$ cat src/rtl/zigzag_cavlc_prep.sv
// Serializes a 4x4 quantized coefficient block in H.264 frame zigzag order and
// presents the CAVLC block statistics (TotalCoeff, TrailingOnes, TotalZeros).
module zigzag_cavlc_prep #(
  parameter int BIT_LENGTH = 31
) (
  input  logic                  clk,
  input  logic                  reset,
  input  logic                  enable,
  input  logic [BIT_LENGTH:0]   coeffs [15:0],
  input  logic                  in_valid,
  output logic                  in_ready,
  output logic [BIT_LENGTH:0]   coef_out,
  output logic [3:0]            coef_pos,
  output logic                  out_valid,
  input  logic                  out_ready,
  output logic                  out_last,
  output logic [4:0]            total_coeff,
  output logic [1:0]            trailing_ones,
  output logic [3:0]            total_zeros,
  output logic                  stats_valid
);

  typedef enum logic [1:0] {IDLE, ANALYZE, STREAM} state_t;

  localparam logic [BIT_LENGTH:0] ONE  = {{BIT_LENGTH{1'b0}}, 1'b1};
  localparam logic [BIT_LENGTH:0] MONE = '1;

  state_t              state, state_nx;
  logic [BIT_LENGTH:0] zbuf [16];
  logic [3:0]          pos;
  logic                accept, xfer;

  logic [4:0]          nz_cnt, last_p1;
  logic [1:0]          t1_cnt;
  logic                t1_done;
  logic [3:0]          tz_c;

  // Scan position -> raster index.
  function automatic logic [3:0] zz(input logic [3:0] p);
    case (p)
      4'd0:  zz = 4'd0;   4'd1:  zz = 4'd1;   4'd2:  zz = 4'd4;   4'd3:  zz = 4'd8;
      4'd4:  zz = 4'd5;   4'd5:  zz = 4'd2;   4'd6:  zz = 4'd3;   4'd7:  zz = 4'd6;
      4'd8:  zz = 4'd9;   4'd9:  zz = 4'd12;  4'd10: zz = 4'd13;  4'd11: zz = 4'd10;
      4'd12: zz = 4'd7;   4'd13: zz = 4'd11;  4'd14: zz = 4'd14;  default: zz = 4'd15;
    endcase
  endfunction

  assign in_ready  = enable && (state == IDLE);
  assign accept    = in_valid && in_ready;
  assign out_valid = (state == STREAM);
  assign xfer      = out_valid && out_ready && enable;
  assign out_last  = out_valid && (pos == 4'd15);
  assign coef_out  = zbuf[pos];
  assign coef_pos  = pos;

  always_comb begin
    state_nx = state;
    case (state)
      IDLE:    if (accept) state_nx = ANALYZE;
      ANALYZE: state_nx = STREAM;
      STREAM:  if (xfer && pos == 4'd15) state_nx = IDLE;
      default: state_nx = IDLE;
    endcase
  end

  always_ff @(posedge clk) begin
    if (reset)       state <= IDLE;
    else if (enable) state <= state_nx;
  end

  // Statistics over the already-reordered buffer.
  always_comb begin
    nz_cnt  = '0;
    last_p1 = '0;
    t1_cnt  = '0;
    t1_done = 1'b0;
    for (int i = 0; i < 16; i++) begin
      if (zbuf[i] != '0) begin
        nz_cnt  = nz_cnt + 5'd1;
        last_p1 = 5'(i + 1);
      end
    end
    // Walk backwards over nonzeros; stop at first |x|>1 or at three ones.
    for (int i = 15; i >= 0; i--) begin
      if (zbuf[i] != '0 && !t1_done) begin
        if ((zbuf[i] == ONE || zbuf[i] == MONE) && t1_cnt != 2'd3)
          t1_cnt = t1_cnt + 2'd1;
        else
          t1_done = 1'b1;
      end
    end
    tz_c = 4'(last_p1 - nz_cnt);
  end

  always_ff @(posedge clk) begin
    if (reset) begin
      for (int i = 0; i < 16; i++) zbuf[i] <= '0;
      pos           <= '0;
      total_coeff   <= '0;
      trailing_ones <= '0;
      total_zeros   <= '0;
      stats_valid   <= 1'b0;
    end else if (enable) begin
      if (accept)
        for (int i = 0; i < 16; i++) zbuf[i] <= coeffs[zz(4'(i))];
      case (state)
        ANALYZE: begin
          total_coeff   <= nz_cnt;
          trailing_ones <= t1_cnt;
          total_zeros   <= tz_c;
          stats_valid   <= 1'b1;
          pos           <= '0;
        end
        STREAM: if (xfer) begin
          if (pos == 4'd15) begin
            stats_valid <= 1'b0;
            pos         <= '0;
          end else begin
            pos <= pos + 4'd1;
          end
        end
        default: ;
      endcase
    end
  end

endmodule

$ cat config.mk
export PLATFORM = sky130hd
export DESIGN_NAME = zigzag_cavlc_prep
export DESIGN_NICKNAME = d
export VERILOG_FILES = /design/src/rtl/zigzag_cavlc_prep.sv
export SDC_FILE = /design/constraint.sdc
export NUM_CORES = 1
export LEC_CHECK = 0
export CAP_MARGIN = 5
export CORE_UTILIZATION = 50
export DETAILED_ROUTE_END_ITERATION = 12
export GPL_ROUTABILITY_DRIVEN = 0
export HOLD_SLACK_MARGIN = 0.06
export PLACE_DENSITY = 0.78
export SYNTH_ARGS = -nofsm -noshare
export SYNTH_HDL_FRONTEND = slang
export SYNTH_SLANG_ARGS = --single-unit
$ cat constraint.sdc
create_clock -name clk -period 37.6 [get_ports clk]
set_input_delay 7.52 -clock clk [delete_from_list [all_inputs] [get_ports clk]]
set_output_delay 7.52 -clock clk [all_outputs]
set_load 0.01 [all_outputs]
==> results.cfg, run 1 <==
[hold_path]
hold-path-endpoint = total_coeff[0]
hold_path.class = flop to flop
hold_path_startpoint = total_coeff[0]
whs_path_depth = 2

[worst_setup_path]
worst_ep_required_time_ps = 38160
slowest_delay_ps = 590
crit_buf_inv = 4
path_max_fanout = 4
r2r-end = trailing_ones[1]
worst-r2r-cell-count = 72
crit_arrival_ps = 17660
slowest_stage = nor4b_1
cp_common_cell = ha_1
criticalPathCategory = flop to flop
endpoint_kind = flop
r2r_start = zbuf[14][7]
worst-path-stages = 72
critPathTopFamily = simple AND/OR/NAND/NOR gates
cp-start-kind = flop
ff2ff_setup_slack_ps = 20500

[routing]
routedWlPerCell_um = 28.5
vias = 22492
dr.first_iter.drc_count = 3389
dr.pass1.iters = 7
drc = 0
routed_via_density = 6.41
drt_wl_total_um = 100000
antenna_left = 0

[clocking]
cts_hold_buf = 0
clockBufferDepth = 3
clk_latency_ps = 630
cts_tree = yes
cts_root_buffer = clkbuf_16
cts_setup_buffers = 0
post_cts_resized = 0
clkTransAtPathRegs_ps = 70
cts_buffers = 55
cts.sinks = 534
h-tree-depth = 2

[timing]
final_max_slew_viol_count = 0
setup_viol = 0
hold_violations = 0
fin_crit_ps = 17100
rsz0062_at_grt = false
clock_skew_ps = 64.3
fin_ws_ps = 20500
period_share_pct = 45.5
worst_pin_slew_ps = 1280
setup_tns_ps = 0
slew_headroom_pct = 14.4
max_freq_ghz = 0.0585

[power_and_ir_drop]
powerDensity_nw_per_um2 = 40.0
leakagePower_nw = 12.6
peakVddDrop_v = 0.0000363

[status]
status = complete, no violations

[synthesis]
synth.top_cell.area_share_pct = 53.5
ys_warn_count = 0
synth_flop_cell = edfxtp_1
synth.area.top_cells = edfxtp_1 (54%), mux4_2 (13%), and2_1 (7.3%)
synthCells = 2152
yosysUniqueCellTypes = 85
async_reset_ff_share_pct = 0
synth-edff-count = 512
yosysTopAreaCell = edfxtp_1
synth-seq-cells = 534
seq_area_frac_synth_pct = 55.1
syn_avg_cell_area_um2 = 13.3
synth_fp_nets = 2710
synth_area_um2 = 28700

[layout]
regArea_um2 = 15800
drive_gt1_share_pct = 11.1
synthToLayoutAreaGrowth_pct = 28.9
nFillCells = 4024
nets = 3247
final_cells = 3508
multi_input_area_um2 = 12400

[floorplanning]
initial_core_util_pct = 50.7
core_um2 = 56600
rows = 87
die_w_um = 242
io_pins = 568
die_h_um = 242
dieArea_um2 = 58400

[placed_design]
dp_slack_ps = 21190
port_buffers = 567
dp_cells = 3388
dp_hpwl_um = 79000

[global_routing]
antenna_found_initial = 25
grt_max_degree = 321
grt_pass1_vias = 21921
globalRouteOverflowTotal = 0
grt_pass1_wl_um = 143000
grtUsageTotal_pct = 33.7

[flow_run]
cap_violations = 0
## cell usage after synthesis (4+ instances only)
library cell and count:
a31oi_1 7, mux2i_1 5, nand3_1 13, clkbuf_1 89, a21oi_1 27, o21ai_0 15, xnor3_1 6, xnor2_1 36
o31ai_1 9, mux2_2 4, edfxtp_1 512, mux4_2 160, xnor2_2 4, nor2b_1 194, or3_1 7, nor3_1 33
and3_1 7, and4_1 7, nand2b_1 5, dfxtp_1 22, nand4_1 153, a211oi_1 6, ha_1 40, buf_1 13
nand2_1 88, and2_1 335, nor4_1 147, or2_2 6, a21o_1 6, o21a_1 8, a211o_1 4, inv_1 27
a22oi_1 9, xor2_1 11, nor2_1 63
## placed cells by master (no fill, tap or decap), types with 16 or more instances in the layout
cell type / n
nor2b_1: 194
nand2_1: 88
nor4_1: 147
and2_1: 335
clkbuf_16: 55
xnor2_1: 36
diode_2: 16
nor3_1: 33
inv_1: 27
edfxtp_1: 512
nand4_1: 153
ha_1: 40
clkdlybuf4s50_1: 566
nor2_1: 62
a21oi_1: 27
mux4_2: 160
dfxtp_1: 19
## logic make-up after synthesis
kind of cell	Yosys count	share of synthesized area, %
simple gates	1076	22.1
mux	169	12.9
flops	534	55.1
xor+xnor	67	2.90
fa+ha+maj	41	1.81
compound gates	135	3.50
buf+inv	130	1.70
## how the worst max path moves through the flow
stage / startpoint / to / slack, ps
finish: zbuf[14][7] / trailing_ones[1] / 20500
global route: zbuf[14][7] / trailing_ones[1] / 19890
CTS: zbuf[14][17] / trailing_ones[0] / 21040
detailed placement: zbuf[14][17] / trailing_ones[0] / 21190
global placement: enable / in_ready / 21330
floorplan: reset / zbuf[0][0] / 16360
## through the flow
step                hold WS (ps)  power, mW  area (um2)  util, %
CTS                          479       1.48       37000     65.4
detailed placement           471      0.923       35100     62.0
finish                       475       1.48       37000     65.4
floorplan                    476      0.830       28700        -
global placement             446      0.920       35100     62.0
global route                 513       1.52       37000     65.4
## where the power goes
group          internal, mW  switching [mW]
combinational        0.0895          0.0727
clock                 0.321           0.243
sequential            0.707          0.0491
total                  1.12           0.365
## metal layers
layer  share of wire, %  GRT usage, %  vias up  wire length [um]
met5              0.066             0        -                66
met4                7.0          20.8       10              6980
met3                 14          10.6      424             13900
met2                 45          51.5     1971             44600
met1                 34          42.0    10597             34500
li1                   -             -     9490                 -
## area by class of cell
cell class              count  share of cell area [%]
well taps                 756                    2.55
inverters                  27                   0.274
repair buffers            583                    15.7
diodes                     16                   0.108
flip-flops and latches    534                    42.7
multi-input cells        1488                    33.6
clock buffers              61                    3.78
clock inverters            43                    1.31
## sequential cells by signal, indices dropped and copies added (netlist names), named ones only
register,cells
state,2
total_zeros,4
total_coeff,5
coef_pos,4
stats_valid,1
trailing_ones,2
zbuf,512
## worst register-to-register path: cells and delay by family, from the launching register on
kind,cells,cell delay [ps]
mux,2,720
xor+xnor,6,2170
simple gates,29,6330
fa+ha+maj,15,3220
compound gates,16,3710
buf+inv,4,340
flops,1,530
Power figures use the tool's default switching activity.
==> run 2: changes to the inputs <==
==> constraint.sdc (replaced) <==
create_clock -name clk -period 17.4 [get_ports clk]
set_input_delay 3.48 -clock clk [delete_from_list [all_inputs] [get_ports clk]]
set_output_delay 3.48 -clock clk [all_outputs]
set_load 0.01 [all_outputs]
==> run 2 against run 1 <==
Global-route usage increased by 0.32 points; critical endpoint unchanged; highest routed layer unchanged; sequential cell count unchanged; non-clock buffer count decreased by 3; count of clock-buffer cells in the layout increased by 3; maximum frequency increased by 4.8%; hold slack got worse by 7.1 ps; largest power group unchanged.
==> results.cfg, run 2 (synthesized netlist as in run 1, its figures left out) <==
[status]
status = complete, no violations

[clocking]
clk_latency_ps = 620
clockBufferDepth = 3
cts_root_buffer = clkbuf_16
cts.sinks = 534
clkTransAtPathRegs_ps = 60
h-tree-depth = 2
cts_hold_buf = 0
cts_tree = yes
post_cts_resized = 0
cts_buffers = 55
cts_setup_buffers = 0

[routing]
vias = 22526
routed_via_density = 6.44
drt_wl_total_um = 101000
antenna_left = 0
dr.first_iter.drc_count = 3283
routedWlPerCell_um = 28.9
dr.pass1.iters = 6
drc = 0

[layout]
nets = 3244
layout_commonest_cell = clkdlybuf4s50_1
top_regs = zbuf: 512 flops, total_coeff: 5 flops
multi_input_area_um2 = 12400
top_register = zbuf
layout_common_cells = clkdlybuf4s50_1 (566), edfxtp_1 (512), and2_1 (335)
drive_gt1_share_pct = 10.8
final_cells = 3500
regArea_um2 = 15800
post-route-cell-area_um2 = 36900
synthToLayoutAreaGrowth_pct = 28.3
nFillCells = 4078
largest_reg_flops = 512

[global_routing]
grt_max_degree = 320
grt_pass1_vias = 21998
antenna_found_initial = 26
globalRouteOverflowTotal = 0
grt_pass1_wl_um = 145000
grtUsageTotal_pct = 34.0

[floorplanning]
rows = 87
core_um2 = 56600
die_w_um = 242
initial_core_util_pct = 50.7
io_pins = 568
die_h_um = 242
dieArea_um2 = 58400

[flow_run]
cap_violations = 0

[power_and_ir_drop]
power_mw = 3.11
leakagePower_nw = 12.6
peakVddDrop_v = 0.0000806
powerDensity_nw_per_um2 = 84.4

[worst_setup_path]
criticalPathCategory = flop to flop
slowest_delay_ps = 540
slowest_stage = a2111oi_2
r2r_start = zbuf[14][7]
crit_arrival_ps = 16870
cp-start-kind = flop
endpoint_kind = flop
path_max_fanout = 4
critical_path.startpoint = zbuf[14][7]
cp_common_cell = ha_1
worst_ep_required_time_ps = 17950

[timing]
final_max_slew_viol_count = 0
fin_crit_ps = 16330
worst_pin_slew_ps = 1240
rsz0062_at_grt = false
period_share_pct = 93.8
hold_violations = 0
setup_viol = 0
clock_skew_ps = 33.1
setup_tns_ps = 0
max_freq_ghz = 0.0612
slew_headroom_pct = 17.2

[hold_path]
hold_path.class = flop to flop
hold_path_startpoint = stats_valid

[placed_design]
dp_hpwl_um = 79500
port_buffers = 567
dp_cells = 3385
place_area_um2 = 35100
## run 2: per-stage QoR
stage | hold WS (ps) | utilization [%] | worst slack, ps
floorplan | 476 | - | 202
global placement | 449 | 62.0 | 2170
detailed placement | 456 | 62.0 | 1180
CTS | 464 | 65.0 | 1110
global route | 482 | 65.1 | 46.8
finish | 468 | 65.1 | 1070
## run 2: worst paths after layout
path	endpoint	slack, ps	depth (start not counted)
worst max-delay path	trailing_ones[1]	1070	72
worst min-delay path	stats_valid	470	2
worst max register to register	trailing_ones[1]	1070	72
worst min register to register	stats_valid	470	2
## run 2: final cells by class
cell class | instances | share of cell area, %
flip-flops and latches | 534 | 42.9
clock inverters | 35 | 0.788
diodes | 16 | 0.109
inverters | 27 | 0.275
well taps | 756 | 2.57
multi-input cells | 1488 | 33.8
repair buffers | 580 | 15.7
clock buffers | 64 | 3.83
## run 2: per-layer routing
layer / share of wire (%) / GRT usage (%) / vias to the layer above
li1: - / - / 9503
met1: 35 / 43.8 / 10763
met2: 45 / 52.9 / 1886
met3: 13 / 8.29 / 364
met4: 6.4 / 19.4 / 10
met5: 0.053 / 0 / -
## run 2: critical path: cells and delay by family, from the launching register on
kind / cells / cell delay [ps]
AO/OA/AOI/OAI: 16 / 3600
XOR/XNOR: 6 / 2110
adder cells (fa/ha/maj): 15 / 3150
buffers and inverters: 4 / 340
flip-flops: 1 / 520
multiplexers: 2 / 690
AND/OR/NAND/NOR: 29 / 5880
## run 2: power by group
part           internal, mW  switching (mW)
clock network         0.626           0.499
logic                 0.193           0.159
registers              1.53           0.106
total                  2.35           0.764
